<file path="config.mk">
export PLATFORM = sky130hd
export DESIGN_NAME = core_ctrl_fsm
export DESIGN_NICKNAME = d
export VERILOG_FILES = /design/src/rtl/core_ctrl_fsm.sv
export SDC_FILE = /design/constraint.sdc
export NUM_CORES = 1
export LEC_CHECK = 0
export BUFFER_PORTS_ARGS = -buffer_cell sky130_fd_sc_hd__buf_4
export CAP_MARGIN = 5
export CORE_UTILIZATION = 25
export DETAILED_ROUTE_END_ITERATION = 10
export GPL_ROUTABILITY_DRIVEN = 1
export SYNTH_ARGS = -nofsm -noshare
export SYNTH_HDL_FRONTEND = slang
export SYNTH_SLANG_ARGS = --single-unit
</file>
<file path="constraint.sdc">
create_clock -name clk -period 3.9 [get_ports clk]
set_input_delay 0.195 -clock clk [delete_from_list [all_inputs] [get_ports clk]]
set_output_delay 0.195 -clock clk [all_outputs]
set_load 0.03 [all_outputs]
</file>
<file path="src/rtl/core_ctrl_fsm.sv">
// Multi-cycle fetch/decode/execute/memory sequencer for the RV32I core.
// Drives IR/PC/regfile/memory strobes and keeps cycle/instret counters.
module core_ctrl_fsm #(
    parameter int unsigned CNT_W       = 32,
    parameter int unsigned MEM_TIMEOUT = 255
) (
    input  logic             clk,
    input  logic             rst,
    input  logic             is_alu_reg,
    input  logic             is_alu_imm,
    input  logic             is_branch,
    input  logic             is_jal,
    input  logic             is_jalr,
    input  logic             is_lui,
    input  logic             is_auipc,
    input  logic             is_load,
    input  logic             is_store,
    input  logic             is_system,
    input  logic             mem_ready,
    output logic             mem_req,
    output logic             mem_wr,
    output logic             addr_sel_data,
    output logic             ir_load,
    output logic             pc_load,
    output logic             reg_write,
    output logic             halted,
    output logic             mem_err,
    output logic [2:0]       state,
    output logic [CNT_W-1:0] cycle_count,
    output logic [CNT_W-1:0] instret_count
);

    // Wait counter only needs to reach MEM_TIMEOUT-1 before the halt fires.
    localparam int unsigned TMO_W = (MEM_TIMEOUT < 2) ? 1 : $clog2(MEM_TIMEOUT);
    localparam logic [TMO_W-1:0] TMO_LAST = TMO_W'(MEM_TIMEOUT - 1);

    typedef enum logic [2:0] {
        S_FETCH   = 3'd0,
        S_DECODE  = 3'd1,
        S_EXECUTE = 3'd2,
        S_LOAD    = 3'd3,
        S_STORE   = 3'd4,
        S_HALT    = 3'd5
    } state_t;

    typedef enum logic [1:0] {
        C_WB     = 2'd0,
        C_BRANCH = 2'd1,
        C_LOAD   = 2'd2,
        C_STORE  = 2'd3
    } cls_t;

    state_t             r_state;
    cls_t               r_cls;
    logic [TMO_W-1:0]   r_tmo;
    logic               r_mem_err;
    logic [CNT_W-1:0]   r_cycle;
    logic [CNT_W-1:0]   r_instret;

    logic [3:0]         w_flag_cnt;
    logic               w_legal;
    cls_t               w_cls;
    logic               w_tmo_hit;

    // Decoder sanity: exactly one non-SYSTEM class flag must be set.
    always_comb begin
        w_flag_cnt = 4'(is_alu_reg) + 4'(is_alu_imm) + 4'(is_branch)
                   + 4'(is_jal) + 4'(is_jalr) + 4'(is_lui)
                   + 4'(is_auipc) + 4'(is_load) + 4'(is_store);
        w_legal    = !is_system && (w_flag_cnt == 4'd1);
        if (is_load)
            w_cls = C_LOAD;
        else if (is_store)
            w_cls = C_STORE;
        else if (is_branch)
            w_cls = C_BRANCH;
        else
            w_cls = C_WB;
    end

    assign w_tmo_hit = !mem_ready && (r_tmo == TMO_LAST);

    always_ff @(posedge clk) begin
        if (rst) begin
            r_state   <= S_FETCH;
            r_cls     <= C_WB;
            r_tmo     <= '0;
            r_mem_err <= 1'b0;
            r_cycle   <= '0;
            r_instret <= '0;
        end else begin
            if (r_state != S_HALT)
                r_cycle <= r_cycle + CNT_W'(1);
            case (r_state)
                S_FETCH, S_LOAD, S_STORE: begin
                    if (mem_ready) begin
                        r_tmo <= '0;
                        if (r_state == S_FETCH) begin
                            r_state <= S_DECODE;
                        end else begin
                            r_instret <= r_instret + CNT_W'(1);
                            r_state   <= S_FETCH;
                        end
                    end else if (w_tmo_hit) begin
                        r_mem_err <= 1'b1;
                        r_state   <= S_HALT;
                    end else begin
                        r_tmo <= r_tmo + TMO_W'(1);
                    end
                end
                S_DECODE: begin
                    r_tmo   <= '0;
                    r_cls   <= w_cls;
                    r_state <= w_legal ? S_EXECUTE : S_HALT;
                end
                S_EXECUTE: begin
                    r_tmo <= '0;
                    case (r_cls)
                        C_LOAD:  r_state <= S_LOAD;
                        C_STORE: r_state <= S_STORE;
                        default: begin
                            r_instret <= r_instret + CNT_W'(1);
                            r_state   <= S_FETCH;
                        end
                    endcase
                end
                S_HALT: r_state <= S_HALT;
                default: begin
                    r_tmo   <= '0;
                    r_state <= S_FETCH;
                end
            endcase
        end
    end

    // Strobes decode from state and mem_ready; everything reads 0 during reset.
    always_comb begin
        mem_req       = 1'b0;
        mem_wr        = 1'b0;
        addr_sel_data = 1'b0;
        ir_load       = 1'b0;
        pc_load       = 1'b0;
        reg_write     = 1'b0;
        if (!rst) begin
            case (r_state)
                S_FETCH: begin
                    mem_req = 1'b1;
                    ir_load = mem_ready;
                end
                S_EXECUTE: begin
                    if (r_cls == C_WB || r_cls == C_BRANCH) begin
                        pc_load   = 1'b1;
                        reg_write = (r_cls == C_WB);
                    end
                end
                S_LOAD: begin
                    mem_req       = 1'b1;
                    addr_sel_data = 1'b1;
                    reg_write     = mem_ready;
                    pc_load       = mem_ready;
                end
                S_STORE: begin
                    mem_req       = 1'b1;
                    mem_wr        = 1'b1;
                    addr_sel_data = 1'b1;
                    pc_load       = mem_ready;
                end
                default: ;
            endcase
        end
    end

    assign state         = rst ? 3'd0 : r_state;
    assign halted        = !rst && (r_state == S_HALT);
    assign mem_err       = !rst && r_mem_err;
    assign cycle_count   = rst ? '0 : r_cycle;
    assign instret_count = rst ? '0 : r_instret;

endmodule

</file>
==> reports/results.tsv <==
stage	metric	value	unit
run_status	outcome	complete, no violations	
pwr	power.density	339	nW/µm²
sta	min_period	3.09	ns
logic_synthesis	ys_ff_latch	78	
logic_synthesis	ys_types	51	
hold_path	min_path_type	input port to flip-flop	
hold_path	hold_end	r_cls[1]	
sta	relSlewSlack	52.0	%
worst_setup_path	cp_top_family	adder cells	
worst_setup_path	reg2reg_from	r_state[1]	
worst_setup_path	worstPathCellList	buf_4 > inv_1 > fa_1 > fa_1 > fa_1 > inv_1 > fa_1 > inv_1 > fa_1 > a211oi_1 > mux2_2 > nand4b_1 > a221oi_1 > o22ai_1	
drt	via_per_inst	4.49	
sta	setup_violations	0	
worst_setup_path	critPathCaptureType	flip-flop	
global_routing	grt_max_degree	81	
logic_synthesis	synth-main-ff-cell	dfxtp_1	
global_routing	overflow	0	
logic_synthesis	yosysMostFrequentCell	nor2_1	
sta	finalHoldViolations	0	
clock_network	holdBufCountCts	0	
die	coreArea	17300	µm²
clock_network	root_buffer	clkbuf_16	
logic_synthesis	yosysTopAreaCellShare	35.2	%
die	floorplan.initialDensity	25.7	%
global_routing	grt_pass1_vias	3438	
clock_network	cts_resized	0	
drt	num_vias	3813	
clock_network	htreeDepth	3	
logic_synthesis	avgSynthCellArea	8.10	µm²
worst_setup_path	reg2reg_slack	1.35	ns
die	core.rowCount	48	
logic_synthesis	synth_fp_nets	572	
clock_network	clockBufferDepth	2	
worst_setup_path	path_max_fanout	3	
logic_synthesis	async_flop_share	0	%
clock_network	cts-buffers-inserted	9	
pwr	peakVddDrop	0.000225	V
clock_network	clk_latency	0.34	ns
logic_synthesis	syn-cell-area	4440	µm²
die	dieArea	18300	µm²
worst_setup_path	startpoint	is_alu_reg	
cells_and_area	area_growth	25.9	%
worst_setup_path	crit_buf_inv	4	
worst_setup_path	worstSetupPathType	input port to flip-flop	
worst_setup_path	required	4.12	ns
logic_synthesis	syn_inst	548	
cells_and_area	antennaDiodeCount	0	
sta	fmax	0.323	GHz
drt	routed_wl	10.3	mm
worst_setup_path	r2r-end	r_cycle[29]	
drt	wl_per_cell	12.1	µm
sta	clock_skew	0.00813	ns
sta	post-route-period-util	79.3	%
global_routing	antenna_found_initial	0	
cells_and_area	drive_gt1_share	19.6	%
hold_path	hold_depth	3	
sta	final_max_slew_viol_count	0	
place	place.gp.congestion	0.774	
logic_synthesis	synth_common_cells	87 x nor2_1, 78 x dfxtp_1, 64 x nor2b_1	
drt	ant_nets	0	
place	hpwlAfterDp	7.29	mm
pwr	p_leak	2.16	nW
clock_network	cts_tree	done	
sta	rsz0062_at_grt	no	
clock_network	cts_post_setup_buffers_inserted	0	
worst_setup_path	critPathLaunchType	input port	
worst_setup_path	worst_path_most_repeated_cell	fa_1	
die	io-pin-count	88	
worst_setup_path	max_stage_delay	0.55	ns
die	die_width	135	µm
logic_synthesis	yosysSeqAreaShare	35.2	%
sta	tns	0	ns
drt	drt_iter0_markers	207	
run	drv_cap	0	
die	die_h	135	µm
clock_network	cts_sinks	78	
place	port_buffers	87	
hold_path	min_from	is_store	
drt	dr.pass1.iters	4	
global_routing	track_usage	11.7	%
place	dp_cells	833	
logic_synthesis	synth_edf_count	0	
clock_network	clk_pin_slew_worst_paths	0.06	ns
worst_setup_path	arrival	3.31	ns
logic_synthesis	yosys_warnings	0	
global_routing	grt_pass1_wl	17.2	mm
drt	drc	0	
sta	tightest_slew	0.716	ns
worst_setup_path	slowest_stage	fa_1	
cells_and_area	nets	643	
logic_synthesis	synth.largest_area_cell	dfxtp_1	
logic_synthesis	ys_top_cells_by_area	dfxtp_1 35%, nor2b_1 9.0%, nor2_1 7.4%	
cells_and_area	fin_cells	849	
worst_setup_path	worstRegToRegCells	5	
how the worst max path moves through the flow:
stage                       endpoint  slack [ns]  cells after the start
final                     r_state[2]        0.81                     14
after global routing      r_state[2]        0.57                     14
after CTS                 r_state[2]        0.83                     14
after detailed placement  r_state[2]        0.46                     14
after global placement    r_state[2]        0.50                     14
after floorplan           r_state[2]        0.71                     13
report_power, final:
group	leakage, nW	switching (mW)	internal, mW	total [mW]
Sequential	0.630	0.0263	0.810	0.836
Clock	0.152	0.321	0.527	0.849
Combinational	1.37	0.128	0.0818	0.209
layer usage:
| layer | track usage [%] | share of wire, % | up-vias |
|---|---|---|---|
| met1 | 15.7 | 50 | 1720 |
| met2 | 17.9 | 44 | 74 |
| met4 | 4.43 | 1.2 | 0 |
| met5 | 0 | 0 | - |
| li1 | - | - | 2010 |
| met3 | 3.11 | 4.5 | 9 |
worst reg2reg max path, stage by stage (launching register included):
cell and delay (ns):
dfxtp_1 0.64, nand3b_2 0.31, nand4_2 0.29, nor4_1 0.63, and3_1 0.24, mux2_2 0.32
cells by family (layout without fill, tap and decap cells):
| logic type | after synthesis | count (layout) | synth area share [%] |
|---|---|---|---|
| buf+inv | 49 | 125 | 4.37 |
| xor+xnor | 53 | 53 | 10.5 |
| simple gates | 302 | 302 | 37.2 |
| fa+ha+maj | 11 | 11 | 3.95 |
| mux | 10 | 10 | 2.54 |
| compound gates | 45 | 45 | 6.34 |
| flops | 78 | 78 | 35.2 |
registers in the layout (all words and copies together) (netlist names):
| register | cells |
|---|---|
| r_cycle | 32 |
| r_cls | 2 |
| r_tmo | 8 |
| r_state | 3 |
| r_instret | 32 |
| r_mem_err | 1 |
cell type report:
cell class	instances	area, µm²
clock inverter	4	45.0
fill	1868	11700
tap	225	282
multi-input combinational	421	2690
sequential	78	1560
inverter	20	75.1
timing repair buffer	89	681
clock buffer	12	256
cells in the final DEF (no fill, tap or decap), types with 11 or more instances in the layout:
cell / instances
buf_4: 88
nor2_1: 87
dfxtp_1: 78
nor2b_1: 64
xnor2_1: 35
nand2_1: 31
nand3_1: 23
inv_1: 20
xor2_1: 18
a21oi_1: 14
nor4_1: 14
nor3_1: 13
and4_1: 13
nand4_1: 11
o21ai_0: 11
per-stage QoR:
step | power [mW] | setup WS, ns | util, % | hold slack [ns] | area [µm²]
2_1_floorplan | 1.00 | 0.710 | - | 0.398 | 4440
3_3_place_gp | 1.06 | 0.503 | 30.6 | 0.484 | 5290
3_5_place_dp | 1.07 | 0.457 | 30.6 | 0.486 | 5290
4_1_cts | 1.93 | 0.827 | 32.3 | 0.178 | 5590
5_1_grt | 1.99 | 0.567 | 32.3 | 0.234 | 5590
6_report | 1.89 | 0.806 | 32.3 | 0.192 | 5590
Note: power is estimated with default switching activity, not from simulation.
